`src/rtl/spi_tx_arbiter.sv`:
```
// spi_tx_arbiter: round-robin arbiter that shares one spi_master_tx between
// N_REQ requesters. Captures the winner's byte, holds send until the
// transmitter reports busy, follows busy to completion and returns
// per-requester ack/done/err pulses. All outputs are registered.
module spi_tx_arbiter #(
  parameter  int N_REQ       = 4,
  parameter  int DATA_W      = 8,
  parameter  int ACK_TIMEOUT = 64,
  parameter  int GAP_CYCLES  = 4,
  localparam int ID_W        = $clog2(N_REQ)
) (
  input  logic                      clk,
  input  logic                      rst,
  input  logic [N_REQ-1:0]          req,
  input  logic [N_REQ*DATA_W-1:0]   req_data,
  output logic [N_REQ-1:0]          ack,
  output logic [N_REQ-1:0]          done,
  output logic [N_REQ-1:0]          err,
  output logic [DATA_W-1:0]         spi_data,
  output logic                      spi_send,
  input  logic                      spi_busy,
  output logic                      active,
  output logic [ID_W-1:0]           owner
);

  typedef enum logic [1:0] {IDLE, LAUNCH, XFER, GAP} state_t;

  localparam int CNT_MAX = (ACK_TIMEOUT > GAP_CYCLES) ? ACK_TIMEOUT : GAP_CYCLES;
  localparam int CNT_W   = $clog2(CNT_MAX + 1);
  localparam int SW      = ID_W + 1;
  localparam logic [CNT_W-1:0] ACK_LAST = CNT_W'(ACK_TIMEOUT - 1);
  // GAP_CYCLES of 0 and 1 both spend exactly one cycle in GAP
  localparam logic [CNT_W-1:0] GAP_LAST = CNT_W'((GAP_CYCLES > 0) ? GAP_CYCLES - 1 : 0);

  state_t            state, state_n;
  logic [CNT_W-1:0]  cnt, cnt_n;
  logic [ID_W-1:0]   rr_ptr, rr_n;
  logic [ID_W-1:0]   owner_n, owner_next_ptr;
  logic [N_REQ-1:0]  ack_n, done_n, err_n;
  logic [DATA_W-1:0] data_n;
  logic              send_n;

  logic              grant_found;
  logic [ID_W-1:0]   grant_idx;
  logic [SW-1:0]     scan_idx;
  logic [DATA_W-1:0] grant_byte;

  // Rotating priority scan: first set req bit at or above rr_ptr, wrapping
  always_comb begin
    grant_found = 1'b0;
    grant_idx   = '0;
    scan_idx    = '0;
    for (int unsigned i = 0; i < N_REQ; i++) begin
      scan_idx = {1'b0, rr_ptr} + SW'(i);
      if (scan_idx >= SW'(N_REQ))
        scan_idx = scan_idx - SW'(N_REQ);
      if (!grant_found && req[scan_idx[ID_W-1:0]]) begin
        grant_found = 1'b1;
        grant_idx   = scan_idx[ID_W-1:0];
      end
    end
  end

  // Select the winning requester's byte
  always_comb begin
    grant_byte = '0;
    for (int unsigned j = 0; j < N_REQ; j++)
      if (grant_idx == ID_W'(j))
        grant_byte = req_data[j*DATA_W +: DATA_W];
  end

  assign owner_next_ptr = (owner == ID_W'(N_REQ - 1)) ? '0 : owner + 1'b1;

  // Next-state and next-output logic for the launch/transfer sequence
  always_comb begin
    state_n = state;
    cnt_n   = cnt;
    rr_n    = rr_ptr;
    owner_n = owner;
    data_n  = spi_data;
    send_n  = spi_send;
    ack_n   = '0;
    done_n  = '0;
    err_n   = '0;
    unique case (state)
      IDLE: begin
        if (grant_found && !spi_busy) begin
          state_n          = LAUNCH;
          cnt_n            = '0;
          send_n           = 1'b1;
          data_n           = grant_byte;
          owner_n          = grant_idx;
          ack_n[grant_idx] = 1'b1;
        end
      end
      LAUNCH: begin
        if (spi_busy) begin
          state_n = XFER;
          send_n  = 1'b0;
        end else if (cnt == ACK_LAST) begin
          state_n      = GAP;
          send_n       = 1'b0;
          err_n[owner] = 1'b1;
          cnt_n        = '0;
          rr_n         = owner_next_ptr;
        end else begin
          cnt_n = cnt + 1'b1;
        end
      end
      XFER: begin
        if (!spi_busy) begin
          state_n       = GAP;
          done_n[owner] = 1'b1;
          cnt_n         = '0;
          rr_n          = owner_next_ptr;
        end
      end
      GAP: begin
        if (cnt == GAP_LAST) state_n = IDLE;
        else                 cnt_n   = cnt + 1'b1;
      end
      default: state_n = IDLE;
    endcase
  end

  // State and registered outputs; reset clears everything immediately
  always_ff @(posedge clk or posedge rst) begin
    if (rst) begin
      state    <= IDLE;
      cnt      <= '0;
      rr_ptr   <= '0;
      owner    <= '0;
      spi_data <= '0;
      spi_send <= 1'b0;
      ack      <= '0;
      done     <= '0;
      err      <= '0;
      active   <= 1'b0;
    end else begin
      state    <= state_n;
      cnt      <= cnt_n;
      rr_ptr   <= rr_n;
      owner    <= owner_n;
      spi_data <= data_n;
      spi_send <= send_n;
      ack      <= ack_n;
      done     <= done_n;
      err      <= err_n;
      active   <= (state_n != IDLE);
    end
  end

endmodule
```
`config.mk`:
```
export PLATFORM = sky130hd
export DESIGN_NAME = spi_tx_arbiter
export DESIGN_NICKNAME = d
export VERILOG_FILES = /design/src/rtl/spi_tx_arbiter.sv
export SDC_FILE = /design/constraint.sdc
export NUM_CORES = 1
export LEC_CHECK = 0
export BUFFER_PORTS_ARGS = -buffer_cell sky130_fd_sc_hd__buf_2
export CAP_MARGIN = 20
export CORE_AREA = 2 2 78 80
export CTS_BUF_LIST = sky130_fd_sc_hd__clkbuf_8
export DETAILED_ROUTE_END_ITERATION = 10
export DIE_AREA = 0 0 80 82
export HOLD_SLACK_MARGIN = 0.02
export PLACE_DENSITY_LB_ADDON = 0.08
export SLEW_MARGIN = 25
export SYNTH_ARGS = -nofsm -noshare
export SYNTH_HDL_FRONTEND = slang
export SYNTH_SLANG_ARGS = --single-unit
```
`constraint.sdc`:
```
create_clock -name clk -period 4.9 [get_ports clk]
set_clock_uncertainty 0.15 [all_clocks]
set_input_delay 0.49 -clock clk [delete_from_list [all_inputs] [get_ports clk]]
set_output_delay 0.49 -clock clk [all_outputs]
set_load 0.02 [all_outputs]
```
## Yosys cells after proc, flatten, opt, wreduce, memory -nomap -nowiden

Cells that the tools add are included.

| cells by class | value |
|---|---|
| add/sub/neg operators | 9 |
| $mul | 0 |
| div/mod/pow operators | 0 |
| $lt $le $gt $ge | 12 |
| eq/ne operators | 15 |
| shift operators | 0 |
| multiplexer cells | 56 |
| bitwise operators | 0 |
| reduce and logical (&&, ||, !) cells | 19 |

Operators with widths:

| operator | number |
|---|---|
| $mux W7 | 5 |
| $mux W2 | 17 |
| $mux W8 | 4 |
| $mux W4 | 7 |
| $pmux W7 S4 | 1 |
| $lt A2 B3 Y1 const B | 6 |
| $mux W1 | 13 |
| $eq A2 B2 Y1 const B | 5 |
| $ne A2 B2 Y1 const B | 5 |
| $ge A3 B3 Y1 const B | 3 |
| $bmux W1 S2 | 4 |
| $pmux W2 S4 | 1 |
| $reduce_and A4 Y1 | 2 |
| $sub A2 B1 Y2 const B | 4 |
| $add A7 B1 Y7 const B | 1 |
| $eq A7 B2 Y1 const B | 1 |
| $eq A7 B6 Y1 const B | 1 |
| $add A2 B2 Y3 const B | 2 |
| $logic_and A1 B1 Y1 | 6 |
| $reduce_bool A2 Y1 | 3 |
| $demux W1 S2 | 2 |
| $eq A2 B1 Y1 const B | 2 |
| $ge A2 B1 Y1 const B | 2 |
| $logic_not A1 Y1 | 4 |
| other kinds (9) | 10 |

| storage, ports and cells | value |
|---|---|
| flip-flop bits (word level) | 35 |
| latch bits | 0 |
| bits in writable memories | 0 |
| ROM bits | 0 |
| input port bits | 39 |
| output and inout port bits | 24 |
| word-level logic and storage cells | 121 |
| memories kept | 0 |

## Depth between registers and ports, before layout

| depth | value |
|---|---|
| depth after elaboration | 20 |
| mapped depth | 6 |
| mapped depth without buffers | 6 |

## Worst setup path before layout

No wires, ideal clock.

| path | value |
|---|---|
| path kind | reg2reg |
| start | reg cnt[0] |
| end | reg rr_ptr[0] |
| setup time | 128 ps |
| arrival | 1578 ps |
| required time | 4622 ps |
| path slack | 3045 ps |
| cell stages (with the launch flop) | 7 |
| path buffers | 0 |
| clock period less this slack | 1855 ps |
| cell sequence | dfrtp_1 ha_1 nand2_1 nor3_1 nand3b_1 a21oi_1 mux2_1 |

| on the way | value |
|---|---|
| cells in the longest elaborated chain, start to end | 3 |

Ends and longest elaborated chain:

| what | RTL line | text |
|---|---|---|
| start: declaration | 36 | `logic [CNT_W-1:0] cnt, cnt_n;` |
| start signal: assignment | 141 | `cnt <= cnt_n;` |
| $eq A7 B6 Y1 | 100 | `end else if (cnt == ACK_LAST) begin` |
| $ne A2 B2 Y1 (no line) | n/a |  |
| $reduce_and A4 Y1 (no line) | n/a |  |
| end signal: assignment | 142 | `rr_ptr <= rr_n;` |
| end: declaration | 37 | `logic [ID_W-1:0] rr_ptr, rr_n;` |

No other way between the ends.
A chain may end at the register's enable or synchronous reset.

## Final worst setup path

| path | value |
|---|---|
| start | reg rr_ptr[1] |
| end | reg spi_data[2] |

| on the way | value |
|---|---|
| cells in the longest elaborated chain, start to end | 19 |
| elaborated cells on any way between the ends | 47 |
| those cells by class | 7 x add/sub; 4 x order compare; 3 x eq/ne; 24 x mux; 9 x reduce/logical |

Ends and longest elaborated chain:

| what | RTL line | text |
|---|---|---|
| branches (longest 19 deep; another with $add A2 B1 Y3) | n/a |  |
| end signal: assignment | 144 | `spi_data <= data_n;` |
| end: declaration | 19 | `output logic [DATA_W-1:0] spi_data,` |

Several ways; the timed one is not identified. The select of a mux whose other input is x is not followed.

==> summary.md <==
The run finished with clean final reports. The ratio of final minimum period to clock period is 0.420, and the logic gate share of total power is 0.430. The slew at the pin closest to its max-slew limit was 0.850 ns. The later pin in the worst-skew pair is clocked with a latency of 0.28 ns. The power dissipated by switching net loads is 0.000499 W.

In this run the cell area of the synthesized design comes to 0.00192 mm². The layout cell share with drive strength beyond 1 came out at 0.320. STA puts the critical path data arrival time at 2.13 ns. The run gives 0.404 as the sequential share of power. The number of unique standard cell types used by synthesis came out at 47. Critical path launch point type: a register.

Timing would allow up to 0.486 GHz. The die area came out at 0.00656 mm². Adding up every negative setup slack in the final design gives 0 ns. The overall global routing resource usage is 0.157. Internal power comes to 0.000668 W.

In this run the core area contains 28 standard-cell rows. The path category of the worst min-delay check is input pin to asynchronous set/reset pin. The synthesized design contains 0 enable-type register cells. For the buffer depth of the longest clock path, the log shows 2. The tools report the number of buffers created by CTS as 5.

At the end of routability-driven placement, the weighted congestion stood at 0.766. Count of warnings emitted by yosys: 0. The H-tree was split into 2 levels. Measured along the y axis, the die boundary spans 82 µm. Dividing total power by cell area gives a power density of 491 mW/mm². For the proportion of synthesized chip area in sequential cells, the log shows 0.456. The number of nets in the synthesized netlist is 245. The run gives 1,637 as the via count of the first global-routing pass. The CTS clock-pin slew for the worst setup and hold paths is 0.07 ns. Entering global routing, the biggest net connects 36 pins. The average cell area after synthesis was 9.56 µm²; the detailed-route via count was 1,686.

Ranked by total cell area, the synthesized netlist is headed by dfrtp_1 (46%), o21ai_1 (4.9%), nand2_1 (4.5%). dfrtp_1 takes more of the synthesized area than any other cell. The core box area was 0.00575 mm²; the count of unresolved DRC violations after routing was 0.

The root buffer cell chosen for the clock tree is clkbuf_8. Once placement finished, the instance area stood at 0.00230 mm². In this run, the number of DRC markers left after iteration 0 of detailed routing was 94. Across the run, the number of max-cap violations was 0. The number of placed instances, taps included, is 333. The effective utilization at floorplan is 0.334, and the initial antenna violation count is 0.

Data required time of the critical path: 4.97 ns. IR analysis of the VDD net gives a maximum drop of 0.000164 V. The worst slew margin relative to its limit came out at 0.428. The sort of element at the end of the critical path is a register. The final hold violation count was 0; the average vias per placed instance was 4.94. Detailed placement ended at an HPWL of 3660 µm.

For the number of filler instances in the final layout, the log shows 602. Cell count after synthesis: 201. In this run the horizontal extent of the chip is 80 µm. Pin placement for this block handled 63 I/O pins.

For this design, the CTS-stage hold fixing added 0 buffers. Once the clock tree was built, the resizer swapped 0 gates to a different size. The finished layout holds 341 standard cells, fillers aside.

0 antenna diodes ended up in the layout. Subtracting the final worst setup slack from the clock period gives 2.06 ns. For this run, the leading register cell type out of synthesis is dfrtp_1. The critical path class was register to register. The tools report the number of nets in the layout as 309. The biggest fanout along the worst timing path works out to 10. In this run, synthesis produced a sequential element count of 35. The async set or reset register ratio after synthesis came out at 1.00. The first global-routing pass estimated 7960 µm of wire.

dfrtp_1 is the most common cell in the netlist. The clock power share is 0.166, and the proportion of total power due to net switching is 0.428. The antenna violation net count after detailed routing is 0, and the area share of the largest cell type after synthesis is 0.456. Setup violations remaining at the end of the flow were counted as 0. The static leakage was 1.13 nW. The tools report the detailed-router iteration count before antenna repair as 4. TritonCTS built the clock tree. From synthesis to final layout, the design area changed by 23.8%.

The count of input and output buffers came out at 62. The max-slew violation count is 0, and the final standard cell area without fillers is 0.00238 mm². For this design, the sink count on the clock tree is 35. Summed over all layers, the global routing overflow is 0. The overall routed net length was 4750 µm.

The tools report the buffers inserted during post-CTS setup optimization as 0. The commonest cells after synthesis are dfrtp_1 (35), nand2_1 (23), nor2_1 (21). Setup repair after global routing left no endpoint under its margin.

The final standard cell utilization of the core is 0.414, and the routed wire length per instance is 13.9 µm.
## metal layers
layer  GRT usage  part of all wire  up-vias
met3      0.0308             0.041        6
met4      0.0593             0.016        0
met2       0.255              0.47       48
li1            -                 -      857
met1       0.207              0.47      775
met5           0                 0        -
## placed cells by master, fill, tap and decap left out, types with 2 or more instances in the layout
master	instances
a21boi_1	3
a21oi_1	3
a221o_1	3
and3_1	5
buf_2	62
clkbuf_8	5
dfrtp_1	35
ha_1	5
inv_1	10
mux2_1	2
nand2_1	23
nand2b_1	3
nand3_1	12
nor2_1	21
nor3_1	4
nor4_2	2
o21ai_0	9
o21ai_1	19
o221ai_1	6
o22a_1	3
o31ai_1	3
## stage by stage
stage	setup slack, ns	power (W)	hold slack, ns
5_1_grt	2.58	0.00127	0.172
2_1_floorplan	3.04	0.000834	0.322
4_1_cts	2.81	0.00118	0.159
3_5_place_dp	2.68	0.000984	0.324
6_report	2.84	0.00117	0.140
3_3_place_gp	2.74	0.000985	0.319
## critical path, stage by stage, from the launching register on
cell	delay, ns
dfrtp_1	0.60
a21o_1	0.16
a21boi_0	0.07
o21ai_1	0.55
a21boi_1	0.30
o22a_1	0.16
## worst paths after layout
path | startpoint | to | slack, ns | cells after the start
max | rr_ptr[1]$_DFFE_PP0P_ | spi_data[2]$_DFFE_PP0P_ | 2.84 | 5
min | rst | ack[2]$_DFF_PP0_ | 0.14 | 3
max reg2reg | rr_ptr[1]$_DFFE_PP0P_ | spi_data[2]$_DFFE_PP0P_ | 2.84 | 5
min reg2reg | spi_data[3]$_DFFE_PP0P_ | spi_data[3]$_DFFE_PP0P_ | 0.34 | 2
max in group asynchronous | rst | cnt[6]$_DFFE_PP0P_ | 4.14 | 3
min in group clk | spi_data[3]$_DFFE_PP0P_ | spi_data[3]$_DFFE_PP0P_ | 0.34 | 2
## kinds of logic after synthesis
kind of cell,synth area share
simple gates,0.243
compound gates,0.221
flops,0.456
buf+inv,0.0365
fa+ha+maj,0.0326
mux,0.0117
## layout make-up
| type | instances | area (µm²) | share of cell area |
|---|---|---|---|
| Multi-Input combinational cell | 151 | 976 | 0.410 |
| Sequential cell | 35 | 876 | 0.368 |
| Timing Repair Buffer | 63 | 318 | 0.134 |
| Tap cell | 75 | 93.8 | 0.0395 |
| Clock buffer | 5 | 68.8 | 0.0289 |
| Inverter | 9 | 33.8 | 0.0142 |
| Clock inverter | 3 | 12.5 | 0.00526 |
## sequential cells by signal (all words and copies together) (netlist names)
signal	flops
spi_data	8
cnt	7
ack	4
done	4
err	4
owner	2
rr_ptr	2
state	2
active	1
spi_send	1
## power groups by stage
stage | Sequential (W) | Clock (W) | Combinational (W)
finish | 0.000472 | 0.000193 | 0.000502
CTS | 0.000474 | 0.000201 | 0.000509
floorplan | 0.000491 | 0 | 0.000344
global route | 0.000490 | 0.000212 | 0.000564
global placement | 0.000478 | 0 | 0.000507
detailed placement | 0.000479 | 0 | 0.000506
Note: power is estimated with default switching activity, not from simulation.
